File: src/rtl/bus_master_ctrl.sv
// rtl/bus_master_ctrl.sv - CPU load/store to cyc/stb/ack bus cycle controller
// with big-endian lane select, bus error and timeout handling.
module bus_master_ctrl #(
    parameter int TIMEOUT = 255,
    parameter int CNT_W   = 16
) (
    input  logic        clk_i,
    input  logic        rst_i,
    input  logic        cpu_req,
    input  logic        cpu_we,
    input  logic [1:0]  cpu_size,
    input  logic [31:0] cpu_addr,
    input  logic [31:0] cpu_wdata,
    output logic        cpu_ack,
    output logic        cpu_err,
    output logic [31:0] cpu_rdata,
    output logic        cyc_o,
    output logic        stb_o,
    output logic        we_o,
    output logic [31:0] adr_o,
    output logic [3:0]  sel_o,
    output logic [31:0] cpu_o,
    input  logic [31:0] cpu_i,
    input  logic        ack_i,
    input  logic        err_i
);

    localparam logic [1:0] S_IDLE = 2'd0;
    localparam logic [1:0] S_BUS  = 2'd1;
    localparam logic [1:0] S_DONE = 2'd2;

    // Counter compares against TIMEOUT-1 so the strobe stays up exactly TIMEOUT cycles.
    localparam logic [CNT_W-1:0] CNT_LAST = CNT_W'(TIMEOUT - 1);

    logic [1:0]       state;
    logic [CNT_W-1:0] cnt;
    logic [3:0]       lane_sel;
    logic             lane_ok;

    always_comb begin
        lane_sel = 4'b0000;
        lane_ok  = 1'b0;
        case (cpu_size)
            2'b00: begin
                lane_ok  = 1'b1;
                lane_sel = 4'b1000 >> cpu_addr[1:0];
            end
            2'b01: begin
                if (!cpu_addr[0]) begin
                    lane_ok  = 1'b1;
                    lane_sel = cpu_addr[1] ? 4'b0011 : 4'b1100;
                end
            end
            2'b10: begin
                if (cpu_addr[1:0] == 2'b00) begin
                    lane_ok  = 1'b1;
                    lane_sel = 4'b1111;
                end
            end
            default: begin
                lane_ok  = 1'b0;
                lane_sel = 4'b0000;
            end
        endcase
    end

    assign stb_o = cyc_o;

    always_ff @(posedge clk_i) begin
        if (rst_i) begin
            state     <= S_IDLE;
            cnt       <= '0;
            cyc_o     <= 1'b0;
            we_o      <= 1'b0;
            adr_o     <= 32'h0;
            sel_o     <= 4'b0000;
            cpu_o     <= 32'h0;
            cpu_ack   <= 1'b0;
            cpu_err   <= 1'b0;
            cpu_rdata <= 32'h0;
        end else begin
            case (state)
                S_IDLE: begin
                    if (cpu_req) begin
                        if (lane_ok) begin
                            cyc_o <= 1'b1;
                            we_o  <= cpu_we;
                            adr_o <= {cpu_addr[31:2], 2'b00};
                            sel_o <= lane_sel;
                            cpu_o <= cpu_wdata;
                            cnt   <= '0;
                            state <= S_BUS;
                        end else begin
                            // Misaligned: fail straight back to the CPU, bus untouched.
                            cpu_ack <= 1'b1;
                            cpu_err <= 1'b1;
                            state   <= S_DONE;
                        end
                    end
                end
                S_BUS: begin
                    if (ack_i) begin
                        if (!we_o) begin
                            cpu_rdata <= cpu_i;
                        end
                        cyc_o   <= 1'b0;
                        cpu_ack <= 1'b1;
                        cpu_err <= 1'b0;
                        state   <= S_DONE;
                    end else if (err_i || (cnt == CNT_LAST)) begin
                        cyc_o   <= 1'b0;
                        cpu_ack <= 1'b1;
                        cpu_err <= 1'b1;
                        state   <= S_DONE;
                    end else begin
                        cnt <= cnt + 1'b1;
                    end
                end
                S_DONE: begin
                    cpu_ack <= 1'b0;
                    cpu_err <= 1'b0;
                    state   <= S_IDLE;
                end
                default: begin
                    state <= S_IDLE;
                end
            endcase
        end
    end

endmodule
File: config.mk
export PLATFORM = sky130hd
export DESIGN_NAME = bus_master_ctrl
export DESIGN_NICKNAME = d
export VERILOG_FILES = /design/src/rtl/bus_master_ctrl.sv
export SDC_FILE = /design/constraint.sdc
export NUM_CORES = 1
export LEC_CHECK = 0
export CAP_MARGIN = 30
export CORE_AREA = 8 8 120 122
export CTS_CLUSTER_SIZE = 28
export DETAILED_ROUTE_END_ITERATION = 6
export DIE_AREA = 0 0 128 130
export PLACE_DENSITY = 0.86
export SYNTH_ARGS = -nofsm -noshare
export SYNTH_HDL_FRONTEND = slang
export SYNTH_SLANG_ARGS = --single-unit
File: constraint.sdc
create_clock -name clk_i -period 5.1 [get_ports clk_i]
set_clock_uncertainty 0.15 [all_clocks]
set_input_delay 1.53 -clock clk_i [delete_from_list [all_inputs] [get_ports clk_i]]
set_output_delay 1.53 -clock clk_i [all_outputs]
set_load 0.05 [all_outputs]
After elaboration in Yosys (flattened, before gate mapping)
Cells that the tools add are included.
{"block": "word_totals", "inputBits": 104, "ff_bits": 120, "output_inout_bits": 105, "word_cells": 65}
{"block": "op_classes", "n_shift": 1, "eq_ne": 11, "reduce_logical": 12, "addsub": 1, "n_bitwise": 1, "mux": 29}
{"op": "16-bit two-way mux", "count": 4}
{"op": "16-bit one-hot mux with 2 select lines", "count": 1}
{"op": "16-bit by 1-bit adder with 16-bit output, second input constant", "count": 1}
{"op": "16-bit by 8-bit == test with 1-bit output, second input constant", "count": 1}
{"op": "4-bit two-way mux", "count": 3}
{"op": "4-bit one-hot mux with 3 select lines", "count": 1}
{"op": "1-bit two-way mux", "count": 11}
{"op": "2-bit inequality test, second input constant", "count": 5}
{"op": "1-bit one-hot mux with 3 select lines", "count": 3}
{"op": "2-bit two-way mux", "count": 4}
{"op": "4-bit AND reduction", "count": 2}
{"op": "2-bit logical NOT", "count": 3}
{"op": "3-bit AND reduction", "count": 2}
{"op": "5-bit AND reduction", "count": 1}
{"op": "2-bit by 1-bit == test with 1-bit output, second input constant", "count": 2}
{"op": "2-bit == test, second input constant", "count": 2}
{"op": "2-bit one-hot mux with 2 select lines", "count": 1}
{"op": "4-bit by 2-bit right shift with 4-bit output, first input constant", "count": 1}
{"op": "3-bit inequality test, second input constant", "count": 1}
{"op": "3-bit nonzero test", "count": 1}
{"op": "1-bit one-hot mux with 2 select lines", "count": 1}
{"op": "2-bit AND reduction", "count": 1}
{"op": "2-bit nonzero test", "count": 1}
{"op": "1-bit logical OR", "count": 1}
{"op": "1-bit inverter", "count": 1}

Longest topological paths before layout
Gate-level depths: netlist of run 1.
{"block": "logic_depth", "ltp_word": 6, "ltp_mapped": 9, "mapped_depth_nobuf": 7}

Worst setup path before layout of run 1
No wires, ideal clock.
{"block": "synth_path", "path_kind": "in2reg", "startpoint": "input cpu_size[1]", "endpoint": "register cnt[13]", "stages": 7, "setup_time_ns": 0.070, "t_required_ns": 4.880, "n_path_buf": 2, "slack_ns": 2.078, "arrival_ns": 2.802, "cell_sequence": "buf_4 > nor2_1 > a221o_2 > nand2_2 > buf_6 > or4_1 > a21boi_1"}
{"block": "synth_via", "elab_chain_cells": 4, "word_cells_on_any_way": 6, "classes_between": "3 x eq/ne; 1 x mux; 2 x reduce/logical"}
{"element": "start, declared", "line_no": "11", "source": "input logic [1:0] cpu_size,"}
{"element": "2-bit == test, or another cell as far along", "line_no": "43", "source": "case (cpu_size)"}
{"element": "1-bit one-hot mux with 3 select lines (*)", "line_no": "43"}
{"element": "2-bit inequality test (no line) (*)"}
{"element": "5-bit AND reduction (no line) (*)"}
{"element": "end signal, assigned", "line_no": "116", "source": "cnt <= cnt + 1'b1;"}
{"element": "end, declared", "line_no": "36", "source": "logic [CNT_W-1:0] cnt;"}
Mark *: on every way between the ends. The rest lies on a longest branch, timed or not.
A chain may end at the register's enable or synchronous reset.

Final worst setup path of run 1
{"block": "layout_path", "startpoint": "input cpu_addr[0]", "endpoint": "register cpu_o[2]"}
{"block": "layout_via", "elab_chain_cells": 4, "word_cells_on_any_way": 5, "classes_between": "3 x mux; 2 x reduce/logical"}
{"element": "start, declared", "line_no": "12", "source": "input logic [31:0] cpu_addr,"}
{"element": "2-bit logical NOT", "line_no": "55", "source": "if (cpu_addr[1:0] == 2'b00) begin"}
{"element": "1-bit two-way mux", "line_no": "55"}
{"element": "1-bit one-hot mux with 3 select lines (*)", "line_no": "43"}
{"element": "3-bit AND reduction (no line) (*)"}
{"element": "end signal, assigned", "line_no": "90", "source": "cpu_o <= cpu_wdata;"}
{"element": "end, declared", "line_no": "22", "source": "output logic [31:0] cpu_o,"}
Marks and branches as above.

==> results of run 1 <==
[state kept, by name (all words and copies together), names as in the netlist]
| name | cells |
|---|---|
| adr_o | 30 |
| cnt | 16 |
| cpu_ack | 1 |
| cpu_err | 1 |
| cpu_o | 32 |
| cpu_rdata | 32 |
| cyc_o | 1 |
| sel_o | 4 |
| state | 2 |
| we_o | 1 |
[power breakdown]
| part | leakage, nW | switching [mW] | internal, mW |
|---|---|---|---|
| combinational | 1.36 | 0.294 | 0.185 |
| sequential | 0.974 | 0.0244 | 0.982 |
| clock | 0.327 | 0.404 | 0.966 |
[layout by cell type, fill, tap and decap left out, types with 3 or more instances in the layout]
cell,count
sky130_fd_sc_hd__o21ai_0,11
sky130_fd_sc_hd__a31oi_1,4
sky130_fd_sc_hd__clkbuf_1,3
sky130_fd_sc_hd__dfxtp_1,120
sky130_fd_sc_hd__nor3_1,5
sky130_fd_sc_hd__a21boi_1,6
sky130_fd_sc_hd__ha_1,5
sky130_fd_sc_hd__or3_1,7
sky130_fd_sc_hd__nand4_1,3
sky130_fd_sc_hd__bufinv_16,6
sky130_fd_sc_hd__clkbuf_16,17
sky130_fd_sc_hd__o31ai_1,5
sky130_fd_sc_hd__nor2b_1,3
sky130_fd_sc_hd__a21oi_1,111
sky130_fd_sc_hd__nor2_1,11
sky130_fd_sc_hd__nand3_1,11
sky130_fd_sc_hd__or4_1,5
sky130_fd_sc_hd__clkdlybuf4s50_1,205
sky130_fd_sc_hd__inv_1,8
sky130_fd_sc_hd__buf_4,5
sky130_fd_sc_hd__nand2_1,201
sky130_fd_sc_hd__clkbuf_8,4
[cell type report]
class	instances	area [µm²]	area share, %
tap	172	215	2.81
clock buffer	24	492	6.41
multi-input combinational	437	2230	29.1
sequential	120	2400	31.3
inverter	9	33.8	0.440
clock inverter	7	188	2.45
timing repair buffer	211	2110	27.5
[per-layer routing]
layer,vias to the layer above,share of wire (%),global-route usage (%)
met5,-,0,0
met4,0,2.5,9.23
met2,177,50,31.3
met1,2240,39,19.2
li1,2427,-,-
met3,28,8.9,6.53
[per-stage QoR]
stage          hold WS (ns)  instances  power (mW)  worst slack (ns)  util [%]
2_1_floorplan         0.301        609        1.31              2.08         -
3_3_place_gp          0.290        949        1.50              1.14      56.3
3_5_place_dp          0.296        949        1.51              1.06      56.3
4_1_cts               0.303        980        2.88              1.50      61.8
5_1_grt               0.315        980        2.96              1.34      61.8
6_report              0.300        980        2.85              1.53      61.8
[how the worst max path moves through the flow]
| stage | endpoint | slack [ns] | start |
|---|---|---|---|
| after global placement | adr_o[12] | 1.14 | cpu_addr[0] |
| after floorplan | cnt[13] | 2.08 | cpu_size[1] |
| after global routing | cpu_o[4] | 1.34 | cpu_size[0] |
| after CTS | adr_o[21] | 1.50 | cpu_addr[0] |
| final | cpu_o[2] | 1.53 | cpu_addr[0] |
| after detailed placement | adr_o[21] | 1.06 | cpu_addr[0] |
[worst register-to-register path, stage by stage, from the launching register on]
cell	delay, ns
sky130_fd_sc_hd__dfxtp_1	0.33
sky130_fd_sc_hd__inv_1	0.08
sky130_fd_sc_hd__ha_1	0.29
sky130_fd_sc_hd__nand2_1	0.21
sky130_fd_sc_hd__a21boi_1	0.25
sky130_fd_sc_hd__nand2_2	0.26
sky130_fd_sc_hd__or4_1	0.59
sky130_fd_sc_hd__a21boi_1	0.16
[logic make-up (layout without fill, tap and decap cells)]
logic type | after synthesis | in the layout | share of synthesized area, %
buffers and inverters | 52 | 251 | 5.18
XOR/XNOR | 1 | 1 | 0.180
AO/OA/AOI/OAI | 156 | 156 | 18.2
AND/OR/NAND/NOR | 272 | 272 | 25.4
adder cells (fa/ha/maj) | 5 | 5 | 1.29
flip-flops | 120 | 120 | 49.4
multiplexers | 1 | 1 | 0.206
other | 1 | 2 | 0.0772
==> summary.md, run 1 <==
- outcome: finished clean
- site row count: 41
- number of synthesized register bits: 120
- Die Ht: 130 µm
- Avg Synthesized Cell Area: 7.99 µm²
- detailed-route wire length per cell: 15.7 µm
- category of the worst setup path capture point: flip-flop
- signal arrival time at the worst endpoint: 3.76 ns
- maximum fanout encountered on the critical timing path: 41
- critical register-to-register path startpoint: state[1]
- CP startpoint kind: input port
- H-tree levels: 4
- wire length of the first global-routing pass: 23,500 µm
- overall via count from detail_route: 4,872
- clock root buffer master: sky130_fd_sc_hd__clkbuf_16
- number of maximum-capacitance constraint violations: 0
- Inserted Clock Buffers: 17
- Endpoint, Worst Hold: cpu_o[22]
- slowest CP cell: sky130_fd_sc_hd__clkdlybuf4s50_1
- top_reg_cell synth: sky130_fd_sc_hd__dfxtp_1
- Layout fillers: 1,077
- post-synthesis cell type count: 57
- weighted congestion at the end of routability-driven global placement: 0.883
- Slew Limit Fails: 0
- via-per-instance ratio: 4.97
- final net count: 905
- cell family with most CP delay: buffers and inverters
- hold_sp: cpu_o[22]
- list of most frequent post-synthesis cells: sky130_fd_sc_hd__nand2_1, sky130_fd_sc_hd__dfxtp_1, sky130_fd_sc_hd__a21oi_1, sky130_fd_sc_hd__clkbuf_1, sky130_fd_sc_hd__nor2_1
- crit-path cells: clkdlybuf4s50_1 > a21oi_1 > o21bai_4 > buf_4 > nand2_1 > a21oi_1
- Period Utilization, post-route: 70.1%
- total setup violations reported at the end of the flow: 0
- stage delay of the slowest cell on the critical path: 0.63 ns
- Starting Density: 39.1%
- horizontal die dimension: 128 µm
- number of cells on the critical path: 6
- achievable clock frequency: 0.280 GHz
- Boundary Pins: 209
- gate count after technology mapping: 608
- DP HPWL: 11,200 µm
- CTS sink count: 120
- number of nets with antenna violations after routing: 0
- number of synthesized flops with an enable pin: 0
- number of cells on the worst hold path: 2
- kind of critical path: input port to flip-flop
- fraction of synthesis flops using an asynchronous set or reset pin: 0%
- CTS tree: built
- endpoints failing hold: 0
- largest net degree at the start of global routing: 70
- Die Footprint: 16,600 µm²
- actual slew at the worst max-slew pin: 0.719 ns
- total number of yosys warnings: 0
- post-route setup TNS: 0 ns
- dpl cell area: 6990 µm²
- post-synthesis instance area: 4860 µm²
- gr ovfl total: 0
- via count of the first global-routing pass: 4,640
- leakage component of the power: 2.66 nW
- normalized max-slew margin: 52.0%
- Required @ worst endpoint: 5.28 ns
- worst min-delay path category: flip-flop to flip-flop
- CP dominant cell by count: sky130_fd_sc_hd__a21oi_1
- number of buffers inserted for hold repair after clock tree synthesis: 0
- aggregate routed wire length: 15,400 µm
- Design Area, Final: 7670 µm²
- Peak VDD IR: 0.000218 V
- FF-to-FF setup slack: 2.71 ns
- area share of the largest cell type after synthesis: 49.4%
- cells resized by post-CTS repair: 0
- total routing resource utilization after global routing: 18.1%
- Clk pin slew, worst setup/hold paths: 0.05 ns
- area of the core: 12,400 µm²
- setup repair bufs after CTS: 0
- DRC: 0
- worst reg2reg path endpoint: cnt[3]
- sequential element share of the synthesized area: 49.4%
- router iterations before antenna repair: 5
- most used standard cell by instance count after synthesis: sky130_fd_sc_hd__nand2_1
- number of buffers on the longest clock path: 2
- biggest area consumer among synthesized cells: sky130_fd_sc_hd__dfxtp_1
- min cycle time layout: 3.57 ns
- n_diodes: 0
- number of DRC markers in iteration 0: 369
- buffers plus inverters on the worst setup path: 2
- setup repair after global routing missed its margin: no
- fraction of final layout cells with drive strength greater than 1: 6.93%
- Layout Area Growth over Synthesis: 57.9%
- areal power density over the cells: 372 nW/µm²
- antenna violations before repair: 0
- dominant cells by area after synthesis: sky130_fd_sc_hd__dfxtp_1, sky130_fd_sc_hd__nand2_1, sky130_fd_sc_hd__a21oi_1
- port buffer count: 206
- insertion delay of the later-clocked pin in the worst-skew pair: 0.41 ns
- Worst Reg2Reg Path Length in Cells: 7
Power figures use the tool's default switching activity.
==> run 2, diff against run 1 <==
clock period = 3.58 ns   (was 5.1 ns; I/O delays follow)
==> run 2 against run 1 <==
Against the previous run:
- sequential cell count stayed put
- first-iteration DRC count down 37%
- worst setup slack got worse by 0.87 ns
- clock power increased by 24%
- core utilization shrank 0.53 points
- non-clock buffer count increased by 2
- critical path depth shrank 5
- register-to-register slack worse by 1.5 ns
- critical endpoint is now we_o
- largest cell class unchanged
- highest routed layer unchanged
==> summary.md, run 2 (synthesis results as in run 1) <==
- outcome: finished clean
- hold slack final: 0.299 ns
- area of the core: 12,400 µm²
- Inserted Clock Buffers: 17
- areal power density over the cells: 502 nW/µm²
- combinational cell fraction of total power: 18.1%
- port buffer count: 206
- cells resized by post-CTS repair: 0
- Slew Limit Fails: 0
- dpl cells: 951
- commonest cells after routing, fill and taps aside: sky130_fd_sc_hd__clkdlybuf4s50_1, sky130_fd_sc_hd__nand2_1, sky130_fd_sc_hd__dfxtp_1
- filler-free cell count of the finished design: 981
- Starting Density: 39.1%
- kind of critical path: flip-flop to primary output
- number of buffers on the longest clock path: 2
- setup repair after global routing missed its margin: no
- actual slew at the worst max-slew pin: 0.690 ns
- switching power share of the total: 27.2%
- overall via count from detail_route: 4,829
- core occupancy in the finished layout: 61.2%
- slowest CP cell: sky130_fd_sc_hd__clkdlybuf4s50_1
- insertion delay of the later-clocked pin in the worst-skew pair: 0.41 ns
- final net count: 907
- horizontal die dimension: 128 µm
- Clk pin slew, worst setup/hold paths: 0.05 ns
- FF-to-FF setup slack: 1.19 ns
- sequential share of power: 37.5%
- H-tree levels: 4
- critical register-to-register path startpoint: state[1]
- weighted congestion at the end of routability-driven global placement: 0.878
- total setup violations reported at the end of the flow: 0
- CTS tree: built
- clock root buffer master: sky130_fd_sc_hd__clkbuf_16
- DP HPWL: 11,300 µm
- min cycle time layout: 2.92 ns
- start point of the critical path: we_o
- fraction of power consumed by the clock network: 44.5%
- gr ovfl total: 0
- worst min-delay path category: flip-flop to flip-flop
- Die Ht: 130 µm
- number of buffers inserted for hold repair after clock tree synthesis: 0
- leakage component of the power: 2.63 nW
- worst setup path end: we_o
- normalized max-slew margin: 54.0%
- antenna violations before repair: 0
- total power consumption of the routed design: 3.82 mW
- Switching Power: 1.04 mW
- number of maximum-capacitance constraint violations: 0
- fraction of final layout cells with drive strength greater than 1: 7.17%
- buffers plus inverters on the worst setup path: 1
- number of cells on the critical path: 1
- Layout fillers: 1,068
- stage delay of the slowest cell on the critical path: 0.87 ns
- number of nets with antenna violations after routing: 0
- largest net degree at the start of global routing: 66
- internal portion of total power: 2.78 mW
- registers with the most flip-flops: cpu_o (32), cpu_rdata (32), adr_o (30)
- signal arrival time at the worst endpoint: 1.70 ns
- Layout Area Growth over Synthesis: 56.5%
- post-route setup TNS: 0 ns
- total routing resource utilization after global routing: 18.4%
- n_diodes: 0
- site row count: 41
- crit-path cells: clkdlybuf4s50_1
- router iterations before antenna repair: 5
- detailed-route wire length per cell: 15.9 µm
- Worst Reg2Reg Path Length in Cells: 7
- Peak VDD IR: 0.000290 V
- Required @ worst endpoint: 2.36 ns
- number of DRC markers in iteration 0: 234
- endpoints failing hold: 0
- CP startpoint kind: flip-flop
- worst reg2reg path endpoint: cnt[3]
- via count of the first global-routing pass: 4,739
- CTS sink count: 120
- achievable clock frequency: 0.342 GHz
- aggregate routed wire length: 15,600 µm
- Boundary Pins: 209
- maximum fanout encountered on the critical timing path: 4
- DRC: 0
- cell family with most CP delay: buffers and inverters
- setup repair bufs after CTS: 0
- category of the worst setup path capture point: primary output
- Period Utilization, post-route: 81.6%
- via-per-instance ratio: 4.92
- most common cell after layout, fill and taps aside: sky130_fd_sc_hd__clkdlybuf4s50_1
- wire length of the first global-routing pass: 24,100 µm
- Die Footprint: 16,600 µm²
## run 2: changes by cell type in the layout (fill, tap and decap cells not counted), sizes merged
cell and delta:
clkinv +4, bufinv -3, clkbuf -3, buf +2, clkinvlp +1
## run 2: cell type report
| type | count | area (µm²) | area share (%) |
|---|---|---|---|
| clock inverters | 9 | 125 | 1.65 |
| inverters | 9 | 33.8 | 0.444 |
| clock buffers | 21 | 460 | 6.06 |
| well taps | 172 | 215 | 2.83 |
| flip-flops and latches | 120 | 2400 | 31.6 |
| multi-input cells | 437 | 2230 | 29.3 |
| repair buffers | 213 | 2140 | 28.1 |
## run 2: power groups by stage
stage               sequential [mW]  combinational, mW  clock (mW)
finish                         1.43              0.690        1.70
global route                   1.44              0.740        1.80
CTS                            1.43              0.695        1.73
detailed placement             1.46              0.693           0
global placement               1.46              0.686           0
floorplan                      1.65              0.219           0
## run 2: how the worst min path moves through the flow
stage / start / to / slack [ns] / cells after the start
after detailed placement: adr_o[24] / adr_o[24] / 0.30 / 2
after global routing: adr_o[6] / adr_o[6] / 0.32 / 2
after global placement: cpu_o[17] / cpu_o[17] / 0.29 / 2
final: adr_o[27] / adr_o[27] / 0.30 / 2
after CTS: adr_o[24] / adr_o[24] / 0.30 / 2
after floorplan: cnt[15] / cnt[15] / 0.30 / 2
## run 2: stage by stage
step	area, µm²	worst slack, ns
after global placement	7020	0.383
final	7600	0.658
after global routing	7600	0.593
after floorplan	4860	1.01
after detailed placement	7020	0.268
after CTS	7600	0.614
## run 2: routing by layer
metal / track usage [%] / part of all wire [%] / vias up / wire length (µm)
met5: 0 / 0 / - / 0
li1: - / - / 2425 / -
met1: 19.6 / 38 / 2220 / 5930
met3: 7.10 / 9.5 / 19 / 1480
met4: 8.18 / 1.8 / 0 / 288
met2: 32.1 / 51 / 165 / 7900
